==> src/rtl/io_loader.sv <==
// io_loader: host word stream -> command parser -> sequential memory writes.
// Define IO_LOADER_CHECKSUM_EN to require a trailing checksum word per WRITE.
module io_loader #(
    parameter int         FIFO_DEPTH = 4,
    parameter logic [7:0] MAGIC      = 8'hA5
) (
    input  logic        clk,
    input  logic        rst_n,
    input  logic [31:0] din,
    input  logic        data_ready,
    output logic        mem_req,
    output logic [31:0] mem_addr,
    output logic [31:0] mem_wdata,
    input  logic        mem_ack,
    output logic        cpu_hold,
    output logic        busy,
    output logic [2:0]  err
);

    localparam int AW = $clog2(FIFO_DEPTH);
    localparam logic [7:0] CMD_WRITE = 8'h01;
    localparam logic [7:0] CMD_RUN   = 8'h02;

`ifdef IO_LOADER_CHECKSUM_EN
    typedef enum logic [2:0] {S_HDR, S_ADDR, S_DATA, S_ACK, S_CSUM} state_t;
    localparam state_t S_END = S_CSUM;
`else
    typedef enum logic [1:0] {S_HDR, S_ADDR, S_DATA, S_ACK} state_t;
    localparam state_t S_END = S_HDR;
`endif

    state_t      state_q, state_d;
    logic        dr_q;
    logic [31:0] fifo_mem [FIFO_DEPTH];
    logic [AW:0] wp, rp;
    logic        empty, full, push, push_ok, pop;
    logic [31:0] head;
    logic        is_write, is_run;
    logic [31:0] addr_q, wdata_q;
    logic [15:0] cnt_q;
    logic        req_q, hold_q, err_proto, err_ovf, err_csum;

    assign empty   = (wp == rp);
    assign full    = (wp[AW] != rp[AW]) && (wp[AW-1:0] == rp[AW-1:0]);
    assign push    = data_ready & ~dr_q;
    assign push_ok = push & (~full | pop);
    assign head    = fifo_mem[rp[AW-1:0]];
    assign is_write = (head[31:24] == MAGIC) && (head[23:16] == CMD_WRITE);
    assign is_run   = (head[31:24] == MAGIC) && (head[23:16] == CMD_RUN);

    always_ff @(posedge clk) begin
        if (push_ok)
            fifo_mem[wp[AW-1:0]] <= din;
    end

    always_comb begin
        state_d = state_q;
        pop     = 1'b0;
        unique case (state_q)
            S_HDR: begin
                if (!empty) begin
                    pop = 1'b1;
                    if (is_write)
                        state_d = S_ADDR;
                end
            end
            S_ADDR: begin
                if (!empty) begin
                    pop     = 1'b1;
                    state_d = (cnt_q == 16'd0) ? S_END : S_DATA;
                end
            end
            S_DATA: begin
                if (!empty) begin
                    pop     = 1'b1;
                    state_d = S_ACK;
                end
            end
            S_ACK: begin
                if (mem_ack)
                    state_d = (cnt_q == 16'd1) ? S_END : S_DATA;
            end
`ifdef IO_LOADER_CHECKSUM_EN
            S_CSUM: begin
                if (!empty) begin
                    pop     = 1'b1;
                    state_d = S_HDR;
                end
            end
`endif
            default: state_d = S_HDR;
        endcase
    end

    always_ff @(posedge clk or negedge rst_n) begin
        if (!rst_n) begin
            state_q   <= S_HDR;
            dr_q      <= 1'b0;
            wp        <= '0;
            rp        <= '0;
            addr_q    <= '0;
            wdata_q   <= '0;
            cnt_q     <= '0;
            req_q     <= 1'b0;
            hold_q    <= 1'b1;
            err_proto <= 1'b0;
            err_ovf   <= 1'b0;
        end else begin
            state_q <= state_d;
            dr_q    <= data_ready;
            if (push_ok)
                wp <= wp + 1'b1;
            if (pop)
                rp <= rp + 1'b1;
            if (push & full & ~pop)
                err_ovf <= 1'b1;
            unique case (state_q)
                S_HDR: begin
                    if (pop) begin
                        if (is_write) begin
                            cnt_q     <= head[15:0];
                            hold_q    <= 1'b1;
                            err_proto <= 1'b0;
                        end else if (is_run) begin
                            hold_q    <= 1'b0;
                            err_proto <= 1'b0;
                        end else begin
                            err_proto <= 1'b1;
                        end
                    end
                end
                S_ADDR: begin
                    if (pop)
                        addr_q <= head & ~32'h3;
                end
                S_DATA: begin
                    if (pop) begin
                        wdata_q <= head;
                        req_q   <= 1'b1;
                    end
                end
                S_ACK: begin
                    if (mem_ack) begin
                        req_q  <= 1'b0;
                        addr_q <= addr_q + 32'd4;
                        cnt_q  <= cnt_q - 16'd1;
                    end
                end
                default: ;
            endcase
        end
    end

`ifdef IO_LOADER_CHECKSUM_EN
    logic [31:0] sum_q;

    // Running sum covers the base address and every data word of one WRITE
    always_ff @(posedge clk or negedge rst_n) begin
        if (!rst_n) begin
            sum_q    <= '0;
            err_csum <= 1'b0;
        end else if (pop) begin
            unique case (state_q)
                S_HDR:   if (is_write) sum_q <= '0;
                S_ADDR:  sum_q <= sum_q + (head & ~32'h3);
                S_DATA:  sum_q <= sum_q + head;
                S_CSUM:  if (head != sum_q) err_csum <= 1'b1;
                default: ;
            endcase
        end
    end
`else
    assign err_csum = 1'b0;
`endif

    assign mem_req   = req_q;
    assign mem_addr  = addr_q;
    assign mem_wdata = wdata_q;
    assign cpu_hold  = hold_q;
    assign busy      = (state_q != S_HDR) || !empty;
    assign err       = {err_csum, err_ovf, err_proto};

endmodule

==> config.mk <==
export PLATFORM = sky130hd
export DESIGN_NAME = io_loader
export DESIGN_NICKNAME = d
export VERILOG_FILES = /design/src/rtl/io_loader.sv
export SDC_FILE = /design/constraint.sdc
export NUM_CORES = 1
export LEC_CHECK = 0
export CAP_MARGIN = 15
export CORE_MARGIN = 2
export CORE_UTILIZATION = 45
export DETAILED_ROUTE_END_ITERATION = 6
export DONT_BUFFER_PORTS = 1
export MAX_ROUTING_LAYER = met4
export RECOVER_POWER = 50
export SLEW_MARGIN = 20
export SYNTH_ARGS = -nofsm -noshare
export SYNTH_HDL_FRONTEND = slang
export SYNTH_SLANG_ARGS = --single-unit
==> constraint.sdc <==
create_clock -name clk -period 3.3 [get_ports clk]
set_input_delay 0.66 -clock clk [delete_from_list [all_inputs] [get_ports clk]]
set_output_delay 0.66 -clock clk [all_outputs]
set_load 0.1 [all_outputs]
==> impl_metrics.tcl, run 1 <==
set metrics [dict create \
    fmax_mhz 312 \
    yosysWarnings 0 \
    yosysSeqAreaShare 0.627 \
    fp.dieArea_sq_um 22900 \
    finalHoldWorstSlack_ns 0.164 \
    critPathLaunchType "flip-flop" \
    cts-root-buf "clkbuf_16" \
    r2r-start "mem_addr[19]" \
    num_vias 6305 \
    synth_fa_ha_area_frac 0.0115 \
    setup_tns_ns 0 \
    start_util 0.462 \
    hp-class "input port to flip-flop" \
    dp.cells 999 \
    clkSinkCount 219 \
    clk_latency_ns 0.54 \
    first_pass_iters 5 \
    layout.cells.non_filler 1044 \
    cts-htree-levels 1 \
    ys_seq_elements 219 \
    synth_ff_type "edfxtp_1" \
    pin_count 106 \
    placed_area_sq_um 10400 \
    cp_data_required_time_ns 3.70 \
    drtAntennaViolNets 0 \
    die_h_um 151 \
    synth_cell_type_count 65 \
    place_congestion 0.859 \
    die_x_um 151 \
    holdBufCountCts 1 \
    cts_setup_buffers 0 \
    grt_pass1_wl_mm 36.9 \
    crit_fanout 9 \
    fin_crit_sh 0.971 \
    r2r_setup_slack_ns 0.09 \
    fill_cells 1755 \
    drc 0 \
    worstSetupEndpointType "flip-flop" \
    slew_headroom -0.618 \
    cts_resized 0 \
    grt_usage 0.220 \
    synth.avg_cell_area_sq_um 13.8 \
    fp-row-count 53 \
    status "complete, but fails checks" \
    synthSimpleGateAreaFrac 0.0845 \
    synth_xor_area_frac 0.00986 \
    synth_top_family_by_area "multiplexers" \
    grt_max_degree 92 \
    syn_to_final_growth_pct 13.8 \
    violations "capacitance limit, slew limit" \
    antenna_found_initial 0 \
    min_to "dr_q" \
    dpl.hpwl_mm 16.3 \
    maxCapViolations 1 \
    cts_max_path_buffers 3 \
    nets 796 \
    arrival_ns 3.61 \
    synth_edf_count 128 \
    slew_violations 92 \
    hold_depth 0 \
    drive_gt1_frac 0.187 \
    min_from "data_ready" \
    skew_ns 0.0211 \
    cts_buffers 24 \
    synth_mux_area_frac 0.117 \
    clk_pin_slew_worst_paths_ns 0.06 \
    fin_area_sq_um 11100 \
    io_buffer_count 0 \
    wl_per_cell_um 22.9 \
    crit_type "flip-flop to flip-flop" \
    drt_first_iter_violations 536 \
    finalWirelength_mm 24.0 \
    grt_overflow_total 0 \
    synth_compound_gate_area_share 0.116 \
    cts_tree "done" \
    r2r-end "mem_addr[27]" \
    n_antenna_cell 0 \
    rsz0062_at_grt "false" \
    tightest_slew_ns 2.43 \
    grt_pass1_vias 6347 \
    finalHoldViolCount 0 \
    r2r_cells 6 \
    drt-vias-per-instance 6.04 \
    syn-cell-area_sq_um 9770 \
    finalSetupViolations 0 \
    syn_inst 708 \
    async_flop_share 0.416 \
    core_sq_um 21200 \
    fin_crit_ns 3.21 \
]
==> cells by family after synthesis <==
| group | Yosys count |
|---|---|
| other | 1 |
| DFF | 219 |
| AOI/OAI and AO/OA | 166 |
| and+or+nand+nor | 160 |
| buffers and inverters | 75 |
| muxes | 67 |
| adders and majority gates | 9 |
| xor gates and xnor gates | 11 |
==> through the flow <==
step | util | setup slack (ns)
after global placement | 0.493 | 0.302
after floorplan | - | 0.293
after global routing | 0.526 | 0.00803
after detailed placement | 0.493 | 0.259
after CTS | 0.532 | 0.142
final | 0.526 | 0.0945
==> Yosys cell counts (6+ instances only) <==
master / instances / area share
nor3_1: 14 / 0.0072
ha_1: 9 / 0.012
a21o_1: 6 / 0.0046
a211oi_1: 16 / 0.012
mux2_2: 33 / 0.038
xnor2_1: 6 / 0.0054
nand2_1: 28 / 0.011
a21oi_1: 39 / 0.020
o22a_1: 13 / 0.012
o22ai_1: 7 / 0.0045
buf_2: 6 / 0.0031
dfrtp_1: 90 / 0.23
o21ai_0: 20 / 0.010
clkbuf_1: 32 / 0.012
nor4_1: 14 / 0.0090
inv_1: 29 / 0.011
and2_1: 12 / 0.0077
nand4_1: 6 / 0.0038
mux4_2: 26 / 0.060
mux4_1: 6 / 0.016
nor2_1: 44 / 0.017
edfxtp_1: 128 / 0.39
nand3_1: 16 / 0.0082
a31oi_1: 17 / 0.011
==> worst max-delay path: stages, from the launching register on <==
cell and delay (ns):
dfrtp_1 0.32, clkbuf_1 1.00, and4_1 0.41, nand3_1 0.27, or4_1 0.68, o22a_1 0.21
o22a_1 0.19
==> sequential cells by signal, indices dropped and copies added (netlist names), 2 cells and up <==
register	cells
cnt_q	16
fifo_mem	128
mem_addr	30
mem_wdata	32
rp	3
state_q	2
wp	3
==> layout make-up <==
cell class / count / area (sq um) / share of cell area
Clock buffer: 26 / 618 / 0.0556
Timing Repair Buffer: 61 / 422 / 0.0379
Tap cell: 275 / 344 / 0.0309
Clock inverter: 18 / 171 / 0.0154
Multi-Input combinational cell: 416 / 3330 / 0.300
Sequential cell: 219 / 6120 / 0.551
Inverter: 29 / 109 / 0.00979
==> placed cells by master, fill, tap and decap left out, types with 9 or more instances in the layout <==
cell type and n:
nand3_1 16, a211oi_1 16, a21oi_1 38, nor3_1 13
clkbuf_16 24, o21ai_0 20, ha_1 9, clkinv_2 9
dfrtp_1 89, clkbuf_1 30, a31oi_1 17, nand2_1 28
and2_1 11, nor2_1 44, edfxtp_1 128, buf_4 25
nor4_1 14, mux2_2 33, inv_1 29, mux4_2 26
o22a_1 13
==> metal layers <==
| layer | track usage | share of wire | up-vias |
|---|---|---|---|
| li1 | - | - | 2836 |
| met1 | 0.302 | 0.44 | 3200 |
| met2 | 0.320 | 0.45 | 219 |
| met3 | 0.0711 | 0.091 | 50 |
| met4 | 0.0551 | 0.020 | 0 |
| met5 | - | 0 | - |
==> worst max path at each step <==
stage | from | depth (start not counted) | slack [ns] | endpoint
2_1_floorplan | rp[1] | 7 | 0.29 | fifo_mem[3][0]
3_3_place_gp | rp[1] | 7 | 0.30 | cnt_q[10]
3_5_place_dp | rp[0] | 8 | 0.26 | cnt_q[1]
4_1_cts | rp[0] | 7 | 0.14 | busy
5_1_grt | rp[0] | 7 | 0.008 | busy
6_report | mem_addr[19] | 6 | 0.09 | mem_addr[27]
Power of run 1 is not shown: default switching activity piles up to over one toggle a cycle in this logic, so the estimate is an artifact.
==> run 2: changes to the inputs <==
--- a/config.mk
+++ b/config.mk
@@ -12,6 +12,7 @@
 export DONT_BUFFER_PORTS = 1
 export MAX_ROUTING_LAYER = met4
 export RECOVER_POWER = 50
+export REMOVE_ABC_BUFFERS = 1
 export SLEW_MARGIN = 20
 export SYNTH_ARGS = -nofsm -noshare
 export SYNTH_HDL_FRONTEND = slang
==> constraint.sdc (replaced) <==
create_clock -name clk -period 2.9 [get_ports clk]
set_input_delay 0.58 -clock clk [delete_from_list [all_inputs] [get_ports clk]]
set_output_delay 0.58 -clock clk [all_outputs]
set_load 0.1 [all_outputs]
==> impl_metrics.tcl, run 2 (synthesis results as in run 1) <==
set metrics [dict create \
    status "complete, but fails checks" \
    violations "setup timing" \
    drt-vias-per-instance 5.96 \
    cts-htree-levels 1 \
    fin_crit_sh 1.00 \
    grt_max_degree 92 \
    core_sq_um 21200 \
    grt_overflow_total 0 \
    slew_violations 0 \
    dp.cells 1024 \
    antenna_found_initial 0 \
    drtAntennaViolNets 0 \
    drive_gt1_frac 0.249 \
    wl_per_cell_um 23.4 \
    final_cell_mix "edfxtp_1 (128), dfrtp_1 (88), buf_4 (52)" \
    tightest_slew_ns 1.38 \
    cts-root-buf "clkbuf_16" \
    num_vias 6443 \
    layout.cells.non_filler 1081 \
    cts_buffers 25 \
    worst_path_max_delay_cell "or4_4" \
    syn_to_final_growth_pct 19.1 \
    fp.dieArea_sq_um 22900 \
    arrival_ns 3.30 \
    drt_first_iter_violations 441 \
    finalSetupViolations 1 \
    grt_pass1_vias 6656 \
    hold_depth 0 \
    grt_usage 0.231 \
    clk_pin_slew_worst_paths_ns 0.06 \
    crit_chain "buf_12 -> mux4_2 -> or4b_4 -> or4_4 -> a21oi_4 -> mux2_4" \
    fin_crit_ns 2.90 \
    worstSetupEndpointType "flip-flop" \
    skew_ns 0.0190 \
    critPathLaunchType "flip-flop" \
    cp_data_required_time_ns 3.30 \
    crit_fanout 8 \
    finalWirelength_mm 25.3 \
    worstPathBufferInverterCount 1 \
    hp-class "input port to flip-flop" \
    finalHoldViolCount 0 \
    cts_tree "done" \
    io_buffer_count 0 \
    grt_pass1_wl_mm 38.7 \
    maxCapViolations 0 \
    drc 0 \
    start_util 0.462 \
    die_h_um 151 \
    die_x_um 151 \
    dpl.hpwl_mm 17.4 \
    place_congestion 0.880 \
    nets 833 \
    clkSinkCount 219 \
    fmax_mhz 345 \
    pin_count 106 \
    cts_max_path_buffers 3 \
    max_stage_delay_ns 0.61 \
    clk_latency_ns 0.53 \
    final_common_cell "edfxtp_1" \
    largest_reg_flops 128 \
    r2r-start "rp[0]" \
    rsz0062_at_grt "true" \
    r2r_cells 6 \
    first_pass_iters 5 \
    crit_type "flip-flop to flip-flop" \
    fin_ws_ns -0.00164 \
    startpoint "rp[0]" \
    slew_headroom 0.0790 \
    critPathTopFamily "simple AND/OR/NAND/NOR gates" \
    fp-row-count 53 \
    worst-path-stages 6 \
    min_from "data_ready" \
    n_antenna_cell 0 \
]
-- run 2: cell types whose count changed in the layout (fill, tap and decap cells not counted), moves of 3 or more --
| cell | delta |
|---|---|
| buf_4 | +27 |
| clkinv_2 | -3 |
| a211oi_2 | +4 |
| buf_12 | +7 |
| buf_6 | +3 |
| a211oi_1 | -5 |
-- run 2: what timing repair did --
action | 4_1_cts | 5_1_grt
hold buffers | 2 | 0
pin swaps | 0 | 8
setup endpoints to repair | 17 | 18
gates resized for setup | 11 | 15
setup buffers | 1 | 10
endpoints found under the hold margin | 91 | 0
-- run 2: final cells by class --
type                    instances  area (sq um)
inverters                      29           109
well taps                     275           344
flip-flops and latches        219          6120
clock buffers                  28           647
repair buffers                 97           805
multi-input cells             416          3400
fillers                      1716          9520
clock inverters                17           203
-- run 2: path summary, 6_finish.rpt --
path                                 to  slack (ns)
max                           cnt_q[10]      -0.002
min                                dr_q         0.1
max reg2reg                   cnt_q[10]      -0.002
min reg2reg                       wp[2]        0.54
max in group asynchronous         rp[0]        1.00
min in group asynchronous  mem_addr[13]        0.99
-- run 2: through the flow --
step	hold WS (ns)	cell area, sq um	setup WS [ns]	util	setup TNS, ns
after global placement	0.290	10700	-0.0312	0.505	-0.129
after global routing	0.0782	11600	-0.0549	0.550	-0.320
after detailed placement	0.290	10700	-0.101	0.505	-0.604
after CTS	0.0800	11600	-0.0119	0.549	-0.0326
after floorplan	0.284	9550	-1.81	-	-177.84
final	0.0958	11600	-0.00164	0.550	-0.00164
-- run 2: layer usage --
layer  vias up  GRT usage  share of wire
met3        39     0.0494          0.063
met2       184      0.358           0.48
met1      3312      0.310           0.43
met5         -          -              0
met4         0     0.0640          0.020
li1       2908          -              -
Power of run 2 is left out for the same reason.
